File: src/rtl/fetch_decode_fsm.sv
`default_nettype none
// ============================================================================
// Module   : fetch_decode_fsm
// Purpose  : Instruction fetch/decode sequencer. Drives the bus strobes that
//            move PC->MAR, memory->MDR->IR and increment PC. It then decodes
//            IR into an opcode plus two 6-bit register selects, and launches
//            the matching execution unit (load/store/add/sub). The selects
//            are held stable until that unit reports done.
// Ports    : clk, rst (sync, active-high), run (fetch enable),
//            ir_in[15:0] (IR contents), done_in[3:0] (unit done flags),
//            PCout/MARin/EN/RW/MDRout/IRin/PCinc (bus strobes),
//            donefetch (decode pulse), start[3:0] (one-hot unit start),
//            parameter1/parameter2 (decoded selects), halted, fault[1:0].
// Revision : 1.0 - initial release
// ============================================================================
module fetch_decode_fsm #(
  parameter int MEM_WAIT = 2,   // cycles EN is held (1..15)
  parameter int TIMEOUT  = 64   // max EXEC cycles before watchdog halt (2..255)
) (
  input  logic        clk,
  input  logic        rst,
  input  logic        run,
  input  logic [15:0] ir_in,
  input  logic [3:0]  done_in,
  output logic        PCout,
  output logic        MARin,
  output logic        EN,
  output logic        RW,
  output logic        MDRout,
  output logic        IRin,
  output logic        PCinc,
  output logic        donefetch,
  output logic [3:0]  start,
  output logic [5:0]  parameter1,
  output logic [5:0]  parameter2,
  output logic        halted,
  output logic [1:0]  fault
);

  typedef enum logic [2:0] {
    S_IDLE   = 3'd0,
    S_FADDR  = 3'd1,
    S_FMEM   = 3'd2,
    S_FIR    = 3'd3,
    S_DECODE = 3'd4,
    S_EXEC   = 3'd5,
    S_HALTED = 3'd6
  } state_t;

  localparam logic [3:0] c_WAIT_LAST = 4'(MEM_WAIT - 1);
  localparam logic [7:0] c_TO_LAST   = 8'(TIMEOUT - 1);

  localparam logic [3:0] c_OP_NOP   = 4'h0;
  localparam logic [3:0] c_OP_LOAD  = 4'h1;
  localparam logic [3:0] c_OP_STORE = 4'h2;
  localparam logic [3:0] c_OP_ADD   = 4'h3;
  localparam logic [3:0] c_OP_SUB   = 4'h4;
  localparam logic [3:0] c_OP_HALT  = 4'hF;

  localparam logic [1:0] c_FAULT_NONE    = 2'b00;
  localparam logic [1:0] c_FAULT_ILLEGAL = 2'b01;
  localparam logic [1:0] c_FAULT_TIMEOUT = 2'b10;

  state_t      state_q, state_d;
  logic [3:0]  wait_q;
  logic [7:0]  to_q;
  logic [1:0]  unit_q, unit_d;
  logic [1:0]  fault_q, fault_d;
  logic [3:0]  opcode;

  logic        pcout_q, marin_q, en_q, mdrout_q, irin_q, pcinc_q;
  logic        donefetch_q, halted_q;
  logic [3:0]  start_q;
  logic [5:0]  p1_q, p2_q;

  assign opcode = ir_in[15:12];

  // --------------------------------------------------------------------------
  // Next-state decision. The instruction boundary is not a state of its own:
  // the last cycle of an instruction jumps straight to F_ADDR or IDLE, so
  // back-to-back instructions run with no bubble.
  // --------------------------------------------------------------------------
  always_comb begin
    state_t boundary;
    boundary = run ? S_FADDR : S_IDLE;
    state_d  = state_q;
    unit_d   = unit_q;
    fault_d  = fault_q;
    case (state_q)
      S_IDLE:   if (run) state_d = S_FADDR;
      S_FADDR:  state_d = S_FMEM;
      S_FMEM:   if (wait_q == c_WAIT_LAST) state_d = S_FIR;
      S_FIR:    state_d = S_DECODE;
      S_DECODE: begin
        case (opcode)
          c_OP_NOP: state_d = boundary;
          c_OP_LOAD, c_OP_STORE, c_OP_ADD, c_OP_SUB: begin
            state_d = S_EXEC;
            unit_d  = 2'(opcode - 4'd1);
          end
          c_OP_HALT: begin
            state_d = S_HALTED;
            fault_d = c_FAULT_NONE;
          end
          default: begin
            state_d = S_HALTED;
            fault_d = c_FAULT_ILLEGAL;
          end
        endcase
      end
      S_EXEC: begin
        // A done in the final watchdog cycle still wins over the timeout.
        if (done_in[unit_q]) begin
          state_d = boundary;
        end else if (to_q == c_TO_LAST) begin
          state_d = S_HALTED;
          fault_d = c_FAULT_TIMEOUT;
        end
      end
      S_HALTED: state_d = S_HALTED;
      default:  state_d = S_IDLE;
    endcase
  end

  // --------------------------------------------------------------------------
  // State, counters and outputs. Outputs are registered from the next state,
  // so each strobe is high exactly while the FSM sits in its state.
  // --------------------------------------------------------------------------
  always_ff @(posedge clk) begin
    if (rst) begin
      state_q     <= S_IDLE;
      wait_q      <= 4'd0;
      to_q        <= 8'd0;
      unit_q      <= 2'd0;
      fault_q     <= c_FAULT_NONE;
      pcout_q     <= 1'b0;
      marin_q     <= 1'b0;
      en_q        <= 1'b0;
      mdrout_q    <= 1'b0;
      irin_q      <= 1'b0;
      pcinc_q     <= 1'b0;
      donefetch_q <= 1'b0;
      start_q     <= 4'd0;
      halted_q    <= 1'b0;
      p1_q        <= 6'd0;
      p2_q        <= 6'd0;
    end else begin
      state_q  <= state_d;
      unit_q   <= unit_d;
      fault_q  <= fault_d;
      // Both counters restart from zero every time their state is entered.
      wait_q   <= (state_q == S_FMEM) ? wait_q + 4'd1 : 4'd0;
      to_q     <= (state_q == S_EXEC) ? to_q + 8'd1 : 8'd0;
      // IR is valid in DECODE, one cycle after IRin loaded it.
      if (state_q == S_DECODE) begin
        p1_q <= ir_in[11:6];
        p2_q <= ir_in[5:0];
      end
      pcout_q     <= (state_d == S_FADDR);
      marin_q     <= (state_d == S_FADDR);
      en_q        <= (state_d == S_FMEM);
      mdrout_q    <= (state_d == S_FIR);
      irin_q      <= (state_d == S_FIR);
      pcinc_q     <= (state_d == S_FIR);
      donefetch_q <= (state_d == S_DECODE);
      start_q     <= (state_d == S_EXEC) ? (4'b0001 << unit_d) : 4'd0;
      halted_q    <= (state_d == S_HALTED);
    end
  end

  assign PCout      = pcout_q;
  assign MARin      = marin_q;
  assign EN         = en_q;
  assign RW         = 1'b0;   // this block only ever reads memory
  assign MDRout     = mdrout_q;
  assign IRin       = irin_q;
  assign PCinc      = pcinc_q;
  assign donefetch  = donefetch_q;
  assign start      = start_q;
  assign parameter1 = p1_q;
  assign parameter2 = p2_q;
  assign halted     = halted_q;
  assign fault      = fault_q;

endmodule
`default_nettype wire
File: config.mk
export PLATFORM = sky130hd
export DESIGN_NAME = fetch_decode_fsm
export DESIGN_NICKNAME = d
export VERILOG_FILES = /design/src/rtl/fetch_decode_fsm.sv
export SDC_FILE = /design/constraint.sdc
export NUM_CORES = 1
export LEC_CHECK = 0
export ABC_AREA = 1
export ABC_CLOCK_PERIOD_IN_PS = 1900
export CAP_MARGIN = 10
export CORE_UTILIZATION = 47
export CTS_CLUSTER_DIAMETER = 120
export DETAILED_ROUTE_END_ITERATION = 12
export PLACE_DENSITY = 0.82
export SLEW_MARGIN = 0
export SYNTH_ARGS = -nofsm -noshare
export SYNTH_HDL_FRONTEND = slang
export SYNTH_SLANG_ARGS = --single-unit
File: constraint.sdc
create_clock -name clk -period 1.9 [get_ports clk]
set_input_delay 0.38 -clock clk [delete_from_list [all_inputs] [get_ports clk]]
set_output_delay 0.38 -clock clk [all_outputs]
set_load 0.02 [all_outputs]
==> metrics.txt, run 1 <==
# TYPE chip_impl_metric gauge
chip_impl_info{name="outcome",value="finished, final reports clean"} 1
chip_impl_info{name="criticalPathCategory",value="in -> reg"} 1
chip_impl_metric{name="yosysSeqAreaShare",unit="%"} 45.8
chip_impl_metric{name="clock_latency",unit="ns"} 0.30
chip_impl_info{name="netlist_top_cells_area",value="sky130_fd_sc_hd__dfxtp_1, sky130_fd_sc_hd__nor2_1, sky130_fd_sc_hd__nand2_1"} 1
chip_impl_metric{name="tritoncts_buffer_count",unit=""} 5
chip_impl_metric{name="die_w",unit="µm"} 63.0
chip_impl_metric{name="grt_pass1_vias",unit=""} 1521
chip_impl_metric{name="layout.area.seq",unit="µm²"} 801
chip_impl_metric{name="ir_worst_vdd",unit="mV"} 0.434
chip_impl_metric{name="violation_count_after_the_first_detailed_route_iteration",unit=""} 87
chip_impl_metric{name="vias",unit=""} 1599
chip_impl_info{name="post-synth-top-count-cell",value="sky130_fd_sc_hd__nor2_1"} 1
chip_impl_metric{name="std_cell_rows",unit=""} 21
chip_impl_metric{name="post_cts_hold_buffer_count",unit=""} 0
chip_impl_metric{name="endpoint_arrival_time_on_the_critical_path",unit="ns"} 2.02
chip_impl_info{name="worst_setup_path_start_kind",value="input pin"} 1
chip_impl_metric{name="globalplace.congestion",unit=""} 0.856
chip_impl_metric{name="route.detailed.drc",unit=""} 0
chip_impl_metric{name="share_of_the_synthesized_area_in_the_top_cell_type",unit="%"} 45.8
chip_impl_metric{name="final.setup.worst_slack",unit="ns"} 0.117
chip_impl_metric{name="dp_cells",unit=""} 325
chip_impl_info{name="cts_tree",value="done"} 1
chip_impl_metric{name="design.die.area",unit="mm²"} 0.00396
chip_impl_metric{name="syn-mean-instance-area",unit="µm²"} 7.43
chip_impl_metric{name="share_of_synthesized_flip_flops_with_an_asynchronous_set_or_reset",unit="%"} 0
chip_impl_metric{name="final_area",unit="mm²"} 0.00238
chip_impl_metric{name="count_of_synthesis_stage_warnings_from_yosys",unit=""} 0
chip_impl_metric{name="timing.final.max_slew_violations",unit=""} 0
chip_impl_info{name="leading_cell_types_by_count_after_synthesis",value="sky130_fd_sc_hd__nor2_1, sky130_fd_sc_hd__dfxtp_1, sky130_fd_sc_hd__nand2_1"} 1
chip_impl_metric{name="grt-ovfl-total",unit=""} 0
chip_impl_metric{name="grt_max_degree",unit=""} 15
chip_impl_info{name="unrepaired_setup_endpoints_after_global_routing",value="no"} 1
chip_impl_metric{name="clkSlewWorstSetupHoldPaths",unit="ns"} 0.08
chip_impl_metric{name="final_cells",unit=""} 333
chip_impl_metric{name="place.port_buffers",unit=""} 48
chip_impl_metric{name="finalCriticalPeriod",unit="ns"} 1.78
chip_impl_metric{name="grt_pass1_wl",unit="mm"} 6.44
chip_impl_metric{name="number_of_antenna_violations_at_the_first_check_in_global_routing",unit=""} 0
chip_impl_metric{name="fin_skew",unit="ns"} 0.0110
chip_impl_info{name="endpoint_kind",value="flop"} 1
chip_impl_metric{name="floorplan.initialDensity",unit="%"} 50.7
chip_impl_metric{name="route.detailed.vias_per_inst",unit=""} 4.80
chip_impl_metric{name="synth_nets",unit=""} 265
chip_impl_metric{name="clock_tree.buffer_depth",unit=""} 2
chip_impl_metric{name="p_leak",unit="nW"} 0.989
chip_impl_metric{name="timing_hold_violations_final",unit=""} 0
chip_impl_metric{name="placed_wire_length_estimate",unit="mm"} 2.69
chip_impl_metric{name="cts_setup_buffers",unit=""} 0
chip_impl_metric{name="detail_route.first_pass.iterations",unit=""} 4
chip_impl_metric{name="htree_num_levels",unit=""} 2
chip_impl_metric{name="multiInputGateArea",unit="µm²"} 811
chip_impl_metric{name="syn_inst",unit=""} 235
chip_impl_metric{name="tritoncts_sinks",unit=""} 40
chip_impl_metric{name="track_usage",unit="%"} 20.4
chip_impl_metric{name="num-nets-final",unit=""} 316
chip_impl_metric{name="antenna_cells_inserted",unit=""} 0
chip_impl_metric{name="postSynthRegisterBits",unit=""} 40
chip_impl_metric{name="synth.distinct_cells",unit=""} 27
chip_impl_metric{name="route.antenna.remaining_nets",unit=""} 0
chip_impl_metric{name="maxClockFrequency",unit="MHz"} 561
chip_impl_metric{name="place_worst_setup_slack",unit="ns"} -0.213
chip_impl_metric{name="crit_path_max_fanout",unit=""} 3
chip_impl_metric{name="fin_hold_ws",unit="ns"} 0.456
chip_impl_metric{name="cap_violations",unit=""} 0
chip_impl_metric{name="post_route_cells_drive_above_1_share",unit="%"} 11.5
chip_impl_metric{name="overall_die_height",unit="µm"} 63.0
chip_impl_metric{name="number_of_flops_mapped_to_enable_cells_by_yosys",unit=""} 0
chip_impl_info{name="root_buffer",value="sky130_fd_sc_hd__clkbuf_8"} 1
chip_impl_metric{name="route.final.wire_length",unit="mm"} 3.66
chip_impl_metric{name="p_per_area",unit="mW/mm²"} 718
chip_impl_metric{name="core-area",unit="mm²"} 0.00344
chip_impl_info{name="netlist.top_cell.by_area",value="sky130_fd_sc_hd__dfxtp_1"} 1
chip_impl_metric{name="finalCritPeriodShare",unit="%"} 93.8
chip_impl_info{name="synth_ff_type",value="sky130_fd_sc_hd__dfxtp_1"} 1
chip_impl_metric{name="finalSetupViolCount",unit=""} 0
chip_impl_metric{name="fill_cells",unit=""} 299
chip_impl_metric{name="post_synth_instance_area",unit="mm²"} 0.00175
chip_impl_metric{name="area_delta_synth_final",unit="%"} 36.3
chip_impl_metric{name="critical_path_required",unit="ns"} 2.14
chip_impl_info{name="hold_class",value="reg -> reg"} 1
chip_impl_metric{name="floorplan.io_pins",unit=""} 50
chip_impl_metric{name="placement.cell_area",unit="mm²"} 0.00227
chip_impl_metric{name="routedWlPerCell",unit="µm"} 11.0
==> cells in the final DEF, fill, tap and decap left out <==
cell type	netlist	final
sky130_fd_sc_hd__a21oi_1	7	6
sky130_fd_sc_hd__dlymetal6s2s_1	0	1
sky130_fd_sc_hd__nand2_2	3	4
sky130_fd_sc_hd__dfxtp_1	40	40
sky130_fd_sc_hd__or2_2	1	1
sky130_fd_sc_hd__clkinvlp_4	0	2
sky130_fd_sc_hd__ha_1	7	7
sky130_fd_sc_hd__nand4_1	1	1
sky130_fd_sc_hd__nor2_1	57	56
sky130_fd_sc_hd__nor2_2	2	3
sky130_fd_sc_hd__a21oi_2	1	2
sky130_fd_sc_hd__nor3_1	1	1
sky130_fd_sc_hd__nand3_2	5	5
sky130_fd_sc_hd__inv_1	25	25
sky130_fd_sc_hd__nand2_1	36	35
sky130_fd_sc_hd__xnor2_1	1	1
sky130_fd_sc_hd__and3_1	1	1
sky130_fd_sc_hd__clkdlybuf4s50_1	0	47
sky130_fd_sc_hd__xor2_1	1	1
sky130_fd_sc_hd__conb_1	1	1
sky130_fd_sc_hd__o21ai_0	16	16
sky130_fd_sc_hd__o21ai_2	2	3
sky130_fd_sc_hd__nor3b_1	1	1
sky130_fd_sc_hd__clkbuf_8	0	6
sky130_fd_sc_hd__nor2_4	1	1
sky130_fd_sc_hd__inv_2	2	2
sky130_fd_sc_hd__buf_4	4	4
sky130_fd_sc_hd__nand3_1	14	14
==> routing by layer <==
layer / track usage [%] / vias up / part of all wire (%)
li1: - / 833 / -
met1: 24.4 / 703 / 45
met2: 34.3 / 50 / 47
met3: 5.29 / 13 / 5.3
met4: 8.72 / 0 / 2.5
met5: 0 / - / 0
==> logic make-up (layout without fill, tap and decap cells) <==
kind of cell / count (synthesis) / after routing / synth area share [%]
buf+inv: 35 / 87 / 8.45
xor+xnor: 2 / 2 / 1.00
simple gates: 123 / 123 / 31.1
fa+ha+maj: 7 / 7 / 5.01
compound gates: 27 / 27 / 8.38
other cells: 1 / 1 / 0.215
flops: 40 / 40 / 45.8
==> through the flow <==
stage | total power [mW] | setup TNS [ns] | util (%)
finish | 1.71 | 0 | 69.2
global route | 1.78 | 0 | 69.2
CTS | 1.71 | 0 | 68.7
detailed placement | 1.13 | -2.13 | 65.9
global placement | 1.12 | -1.21 | 65.9
floorplan | 1.02 | 0 | -
==> worst max-delay path, cell delays in order <==
cell	delay (ns)
sky130_fd_sc_hd__clkdlybuf4s50_1	0.52
sky130_fd_sc_hd__inv_1	0.08
sky130_fd_sc_hd__ha_1	0.19
sky130_fd_sc_hd__nor2_2	0.15
sky130_fd_sc_hd__nand3_1	0.11
sky130_fd_sc_hd__a21oi_1	0.15
sky130_fd_sc_hd__nand2_1	0.12
sky130_fd_sc_hd__nor2_1	0.14
sky130_fd_sc_hd__nand2_1	0.08
sky130_fd_sc_hd__nor2_1	0.11
==> worst paths after layout <==
kind | startpoint | end | slack (ns) | cells past startpoint
setup / recovery | ir_in[13] | PCinc | 0.12 | 10
hold / removal | to_q[0] | to_q[0] | 0.46 | 1
setup reg to reg | to_q[0] | MARin | 0.36 | 7
hold reg to reg | to_q[0] | to_q[0] | 0.46 | 1
==> registers in the layout, indices dropped and copies added (netlist names) <==
| signal | cells |
|---|---|
| EN | 1 |
| MARin | 1 |
| PCinc | 1 |
| donefetch | 1 |
| fault | 2 |
| halted | 1 |
| parameter1 | 6 |
| parameter2 | 6 |
| start | 4 |
| state_q | 3 |
| to_q | 8 |
| unit_q | 2 |
| wait_q | 4 |
==> timing repair <==
action                                  4_1_cts  5_1_grt
endpoints found under the setup margin        0        9
endpoints found under the hold margin         0        0
resized for setup                             0        5
==> power breakdown <==
group,switching [mW],total [mW],internal (mW)
Sequential,0.0172,0.877,0.860
Clock,0.302,0.596,0.294
Combinational,0.123,0.236,0.113
Total,0.442,1.71,1.27
==> final cells by class <==
class                      count  share of cell area [%]
inverter                      27                    4.26
timing repair buffer          52                    21.5
multi-input combinational    160                    34.1
tap                           46                    2.42
clock buffer                   6                    3.47
sequential                    40                    33.6
clock inverter                 2                   0.631
Power figures use the tool's default switching activity.
==> run 2: changes to the inputs <==
- RECOVER_POWER: default -> 100
==> metrics.txt, run 2 (synthesis results as in run 1) <==
# TYPE chip_impl_metric gauge
chip_impl_metric{name="endpoint_arrival_time_on_the_critical_path",unit="ns"} 2.02
chip_impl_info{name="critical_path.slowest_cell",value="sky130_fd_sc_hd__clkdlybuf4s50_1"} 1
chip_impl_info{name="root_buffer",value="sky130_fd_sc_hd__clkbuf_8"} 1
chip_impl_metric{name="antenna_cells_inserted",unit=""} 0
chip_impl_metric{name="routedWlPerCell",unit="µm"} 11.0
chip_impl_metric{name="final.setup.worst_slack",unit="ns"} 0.0669
chip_impl_metric{name="finalCriticalPeriod",unit="ns"} 1.83
chip_impl_metric{name="clkSlewWorstSetupHoldPaths",unit="ns"} 0.08
chip_impl_info{name="final_cell_mix",value="sky130_fd_sc_hd__nor2_1, sky130_fd_sc_hd__dfxtp_1, sky130_fd_sc_hd__nand2_1, sky130_fd_sc_hd__dlygate4sd3_1, sky130_fd_sc_hd__inv_1"} 1
chip_impl_info{name="worstSetupStartpoint",value="ir_in[13]"} 1
chip_impl_metric{name="critical_path_required",unit="ns"} 2.09
chip_impl_info{name="layout.cells.most_common",value="sky130_fd_sc_hd__nor2_1"} 1
chip_impl_metric{name="area_delta_synth_final",unit="%"} 35.7
chip_impl_info{name="critical_path.cell_chain",value="clkdlybuf4s50_1 > inv_1 > ha_1 > nor2_2 > nand3_1 > a21oi_1 > nand2_1 > nand2_1 > nor2_4 > nand3_2 > nor2_1"} 1
chip_impl_metric{name="p_leak",unit="nW"} 1.07
chip_impl_metric{name="route.detailed.drc",unit=""} 0
chip_impl_metric{name="placed_wire_length_estimate",unit="mm"} 2.69
chip_impl_metric{name="p_per_area",unit="mW/mm²"} 715
chip_impl_info{name="largest-register",value="to_q"} 1
chip_impl_metric{name="violation_count_after_the_first_detailed_route_iteration",unit=""} 84
chip_impl_metric{name="fin_skew",unit="ns"} 0.00942
chip_impl_metric{name="detail_route.first_pass.iterations",unit=""} 4
chip_impl_metric{name="globalplace.congestion",unit=""} 0.856
chip_impl_metric{name="maxClockFrequency",unit="MHz"} 546
chip_impl_metric{name="grt_pass1_wl",unit="mm"} 6.44
chip_impl_metric{name="place.port_buffers",unit=""} 48
chip_impl_metric{name="grt.met3_usage",unit="%"} 5.29
chip_impl_metric{name="track_usage",unit="%"} 20.4
chip_impl_metric{name="worst_path_largest_cell_delay",unit="ns"} 0.52
chip_impl_metric{name="grt_max_degree",unit=""} 15
chip_impl_metric{name="clock_tree.buffer_depth",unit=""} 2
chip_impl_info{name="worst_hold_startpoint",value="to_q[0]"} 1
chip_impl_metric{name="floorplan.io_pins",unit=""} 50
chip_impl_info{name="outcome",value="finished, final reports clean"} 1
chip_impl_metric{name="grt-ovfl-total",unit=""} 0
chip_impl_metric{name="vias",unit=""} 1586
chip_impl_metric{name="route.antenna.remaining_nets",unit=""} 0
chip_impl_metric{name="tritoncts_sinks",unit=""} 40
chip_impl_info{name="critPathMostFrequentCell",value="sky130_fd_sc_hd__nand2_1"} 1
chip_impl_metric{name="timing_hold_violations_final",unit=""} 0
chip_impl_metric{name="grtUsageMet1",unit="%"} 24.4
chip_impl_info{name="r2r_start",value="to_q[0]"} 1
chip_impl_metric{name="core-area",unit="mm²"} 0.00344
chip_impl_metric{name="finish.utilization",unit="%"} 68.8
chip_impl_metric{name="grt_pass1_vias",unit=""} 1521
chip_impl_info{name="unrepaired_setup_endpoints_after_global_routing",value="no"} 1
chip_impl_metric{name="ir_worst_vdd",unit="mV"} 0.435
chip_impl_metric{name="finalCritPeriodShare",unit="%"} 96.5
chip_impl_metric{name="grtUsageMet2",unit="%"} 34.3
chip_impl_info{name="grt-busiest-layer",value="met2"} 1
chip_impl_info{name="worst_setup_path_start_kind",value="input pin"} 1
chip_impl_metric{name="cts_setup_buffers",unit=""} 0
chip_impl_metric{name="die_w",unit="µm"} 63.0
chip_impl_metric{name="htree_num_levels",unit=""} 2
chip_impl_metric{name="place_worst_setup_slack",unit="ns"} -0.213
chip_impl_metric{name="max_reg_flops",unit=""} 8
chip_impl_metric{name="crit_path_max_fanout",unit=""} 3
chip_impl_metric{name="route.detailed.vias_per_inst",unit=""} 4.76
chip_impl_metric{name="timing.final.max_slew_violations",unit=""} 0
chip_impl_metric{name="tritoncts_buffer_count",unit=""} 5
chip_impl_metric{name="number_of_antenna_violations_at_the_first_check_in_global_routing",unit=""} 0
chip_impl_metric{name="floorplan.initialDensity",unit="%"} 50.7
chip_impl_metric{name="clock_latency",unit="ns"} 0.30
chip_impl_metric{name="finalPower",unit="mW"} 1.69
chip_impl_metric{name="cap_violations",unit=""} 0
chip_impl_metric{name="finalSetupViolCount",unit=""} 0
chip_impl_info{name="endpoint_kind",value="flop"} 1
chip_impl_metric{name="num-nets-final",unit=""} 316
chip_impl_metric{name="fill_cells",unit=""} 303
chip_impl_metric{name="std_cell_rows",unit=""} 21
chip_impl_metric{name="post_route_cells_drive_above_1_share",unit="%"} 10.5
chip_impl_metric{name="design.die.area",unit="mm²"} 0.00396
chip_impl_metric{name="route.final.wire_length",unit="mm"} 3.67
chip_impl_metric{name="overall_die_height",unit="µm"} 63.0
chip_impl_metric{name="post_cts_hold_buffer_count",unit=""} 0
chip_impl_info{name="criticalPathCategory",value="in -> reg"} 1
chip_impl_info{name="hold_class",value="reg -> reg"} 1
chip_impl_info{name="cts_tree",value="done"} 1
[run 2: cell count changes in the layout (fill, tap and decap cells not counted)]
cell                              delta
sky130_fd_sc_hd__clkdlybuf4s50_1    -27
sky130_fd_sc_hd__dlygate4sd3_1      +27
sky130_fd_sc_hd__buf_4               -1
sky130_fd_sc_hd__clkbuf_1            +1
sky130_fd_sc_hd__nand2_1             +1
sky130_fd_sc_hd__nand2_2             -1
sky130_fd_sc_hd__nand3_1             +1
sky130_fd_sc_hd__nand3_2             -1
[run 2: worst paths after layout]
kind	slack [ns]	end	cells past startpoint
max reg2reg	0.28	MARin	7
max	0.07	start[1]	11
min reg2reg	0.46	to_q[0]	1
min	0.46	to_q[0]	1
[run 2: critical path, delay by kind of cell]
kind | cells | cell delay, ns
AOI/OAI and AO/OA | 1 | 0.15
adders and majority gates | 1 | 0.19
and+or+nand+nor | 7 | 0.69
buffers and inverters | 2 | 0.60
[run 2: final cells by class]
class                      instances  area (µm²)  share of cell area (%)
clock buffer                       6        82.6                    3.48
sequential                        40         801                    33.8
tap                               46        57.6                    2.43
timing repair buffer              52         509                    21.5
clock inverter                     2        15.0                   0.634
inverter                          27         101                    4.28
multi-input combinational        160         803                    33.9
[run 2: metal layers]
layer  wire (µm)  vias up
li1            -      834
met1        1690      699
met2        1750       45
met3         179        8
met4          58        0
met5           0        -
[run 2: where the power goes]
part	total (mW)	leakage, nW	switching [mW]	internal [mW]
combinational	0.226	0.702	0.122	0.104
clock	0.592	0.0434	0.298	0.294
sequential	0.876	0.323	0.0161	0.860
total	1.69	1.07	0.437	1.26
[run 2: through the flow]
step           hold slack [ns]  setup TNS, ns  cells  area [µm²]
3_3_place_gp             0.430          -1.21    325        2270
3_5_place_dp             0.444          -2.13    325        2270
4_1_cts                  0.460              0    333        2370
6_report                 0.456              0    333        2370
2_1_floorplan            0.418              0    235        1750
5_1_grt                  0.479              0    333        2370
[run 2: timing repair]
action,4_1_cts,5_1_grt
setup endpoints to repair,0,9
endpoints found under the hold margin,0,0
resized for setup,0,5
==> run 3: changes to the inputs <==
- CORE_UTILIZATION: 47 -> 25
- GPL_TIMING_DRIVEN: default -> 0
- PLACE_DENSITY: 0.82 -> 0.5
==> metrics.txt, run 3 (synthesis results as in run 1) <==
# TYPE chip_impl_metric gauge
chip_impl_info{name="worst_hold_startpoint",value="to_q[0]"} 1
chip_impl_metric{name="cp_bufs_invs",unit=""} 2
chip_impl_info{name="unrepaired_setup_endpoints_after_global_routing",value="no"} 1
chip_impl_metric{name="layout.area.seq",unit="µm²"} 801
chip_impl_info{name="critical_path.reg2reg.endpoint",value="fault[1]"} 1
chip_impl_metric{name="r2r_cells",unit=""} 8
chip_impl_metric{name="final_cells",unit=""} 370
chip_impl_metric{name="timing_hold_violations_final",unit=""} 0
chip_impl_metric{name="maxClockFrequency",unit="MHz"} 561
chip_impl_metric{name="multiInputGateArea",unit="µm²"} 783
chip_impl_metric{name="cap_violations",unit=""} 0
chip_impl_metric{name="overall_die_height",unit="µm"} 85.6
chip_impl_metric{name="place.port_buffers",unit=""} 47
chip_impl_metric{name="track_usage",unit="%"} 10.9
chip_impl_metric{name="grt_pass1_wl",unit="mm"} 6.33
chip_impl_metric{name="area_delta_synth_final",unit="%"} 39.3
chip_impl_metric{name="route.antenna.remaining_nets",unit=""} 0
chip_impl_metric{name="p_per_area",unit="mW/mm²"} 762
chip_impl_metric{name="vias",unit=""} 1582
chip_impl_metric{name="routedWlPerCell",unit="µm"} 10.1
chip_impl_metric{name="grt_pass1_vias",unit=""} 1494
chip_impl_metric{name="post_route_cells_drive_above_1_share",unit="%"} 8.97
chip_impl_metric{name="grt-ovfl-total",unit=""} 0
chip_impl_metric{name="die_w",unit="µm"} 85.6
chip_impl_info{name="final_cell_mix",value="sky130_fd_sc_hd__nor2_1, sky130_fd_sc_hd__dfxtp_1, sky130_fd_sc_hd__nand2_1, sky130_fd_sc_hd__dlygate4sd3_1, sky130_fd_sc_hd__inv_1"} 1
chip_impl_metric{name="route.detailed.vias_per_inst",unit=""} 4.28
chip_impl_metric{name="timing.final.max_slew_violations",unit=""} 0
chip_impl_metric{name="post_cts_hold_buffer_count",unit=""} 0
chip_impl_metric{name="fill_cells",unit=""} 735
chip_impl_info{name="hold_class",value="reg -> reg"} 1
chip_impl_metric{name="grt_max_degree",unit=""} 13
chip_impl_info{name="delay_heaviest_family_cp",value="buffers and inverters"} 1
chip_impl_info{name="worst_setup_path_start_kind",value="flop"} 1
chip_impl_metric{name="route.final.wire_length",unit="mm"} 3.74
chip_impl_info{name="layout.cells.most_common",value="sky130_fd_sc_hd__nor2_1"} 1
chip_impl_metric{name="ir_worst_vdd",unit="mV"} 0.293
chip_impl_metric{name="fin_skew",unit="ns"} 0.00554
chip_impl_info{name="criticalPathCategory",value="reg -> out"} 1
chip_impl_metric{name="number_of_antenna_violations_at_the_first_check_in_global_routing",unit=""} 0
chip_impl_metric{name="floorplan.initialDensity",unit="%"} 25.9
chip_impl_metric{name="route.detailed.drc",unit=""} 0
chip_impl_metric{name="std_cell_rows",unit=""} 30
chip_impl_metric{name="core-area",unit="mm²"} 0.00676
chip_impl_metric{name="critical_path_required",unit="ns"} 1.52
chip_impl_metric{name="num-nets-final",unit=""} 319
chip_impl_metric{name="endpoint_arrival_time_on_the_critical_path",unit="ns"} 1.40
chip_impl_metric{name="htree_num_levels",unit=""} 2
chip_impl_metric{name="finalCritPeriodShare",unit="%"} 93.8
chip_impl_metric{name="clock_tree.buffer_depth",unit=""} 2
chip_impl_info{name="endpoint_kind",value="primary output"} 1
chip_impl_info{name="end_point_of_the_most_critical_hold_path",value="to_q[0]"} 1
chip_impl_metric{name="globalplace.congestion",unit=""} 0.774
chip_impl_metric{name="clock_latency",unit="ns"} 0.29
chip_impl_metric{name="rrSetupSlack",unit="ns"} 0.34
chip_impl_info{name="outcome",value="finished, final reports clean"} 1
chip_impl_metric{name="max_reg_flops",unit=""} 8
chip_impl_metric{name="antenna_cells_inserted",unit=""} 0
chip_impl_metric{name="finalSetupViolCount",unit=""} 0
chip_impl_metric{name="floorplan.io_pins",unit=""} 50
chip_impl_metric{name="place_worst_setup_slack",unit="ns"} -0.264
chip_impl_metric{name="crit_path_max_fanout",unit=""} 3
chip_impl_metric{name="violation_count_after_the_first_detailed_route_iteration",unit=""} 66
chip_impl_info{name="r2r_start",value="to_q[0]"} 1
chip_impl_metric{name="design.die.area",unit="mm²"} 0.00732
chip_impl_metric{name="finalCriticalPeriod",unit="ns"} 1.78
chip_impl_metric{name="finish.utilization",unit="%"} 36.0
chip_impl_info{name="root_buffer",value="sky130_fd_sc_hd__clkbuf_8"} 1
chip_impl_info{name="critical_path.cell_chain",value="buf_4 > dlygate4sd3_1"} 1
chip_impl_metric{name="hold-path-cell-count",unit=""} 1
chip_impl_metric{name="final.setup.worst_slack",unit="ns"} 0.117
chip_impl_metric{name="dp_cells",unit=""} 362
chip_impl_metric{name="clkSlewWorstSetupHoldPaths",unit="ns"} 0.08
chip_impl_metric{name="p_leak",unit="nW"} 1.10
chip_impl_metric{name="worst_path_largest_cell_delay",unit="ns"} 0.66
chip_impl_metric{name="cts_setup_buffers",unit=""} 0
chip_impl_info{name="cts_tree",value="done"} 1
chip_impl_metric{name="placed_wire_length_estimate",unit="mm"} 2.86
chip_impl_info{name="largest-register",value="to_q"} 1
chip_impl_metric{name="tritoncts_buffer_count",unit=""} 5
chip_impl_info{name="critical_path.slowest_cell",value="sky130_fd_sc_hd__dlygate4sd3_1"} 1
chip_impl_metric{name="tritoncts_sinks",unit=""} 40
chip_impl_metric{name="detail_route.first_pass.iterations",unit=""} 4
## run 3: worst max-delay path by stage
stage | end | cells after the start | slack [ns] | startpoint
after floorplan | start[1] | 10 | 0.46 | ir_in[12]
after global placement | start[2] | 11 | -0.24 | ir_in[12]
after detailed placement | start[0] | 11 | -0.26 | ir_in[12]
after CTS | start[2] | 11 | 0.04 | ir_in[12]
after global routing | start[2] | 9 | 0.06 | ir_in[14]
final | MDRout | 2 | 0.12 | PCinc
## run 3: layer usage
layer	vias up	track usage (%)	share of wire [%]
li1	834	-	-
met1	698	13.7	48
met2	44	17.3	43
met3	6	3.95	7.3
met4	0	4.09	1.6
met5	-	0	0
## run 3: worst register-to-register path, delay by kind of cell (launching register included)
| kind | cells | cell delay [ns] |
|---|---|---|
| fa+ha+maj | 1 | 0.17 |
| simple gates | 5 | 0.61 |
| flops | 1 | 0.36 |
| compound gates | 2 | 0.29 |
## run 3: where the power goes
part / internal [mW] / switching (mW) / leakage [nW]
sequential: 0.860 / 0.0153 / 0.323
combinational: 0.105 / 0.119 / 0.716
clock: 0.464 / 0.292 / 0.0645
## run 3: timing repair
item                       4_1_cts  5_1_grt
setup endpoints to repair        0       12
gates resized for setup          0        8
hold endpoints to repair         0        0
## run 3: stage by stage
stage	power (mW)	instance area, µm²	hold slack, ns	setup TNS [ns]
6_report	1.85	2430	0.449	0
5_1_grt	1.95	2430	0.468	0
3_5_place_dp	1.13	2320	0.435	-2.82
2_1_floorplan	1.02	1750	0.418	0
4_1_cts	1.90	2440	0.452	0
3_3_place_gp	1.13	2320	0.427	-2.54
## run 3: layout make-up
type	count	area share [%]
sequential	40	32.9
multi-input combinational	160	32.2
timing repair buffer	47	19.5
inverter	27	4.17
tap	80	4.12
clock buffer	7	3.96
buffer	8	1.85
clock inverter	1	1.23
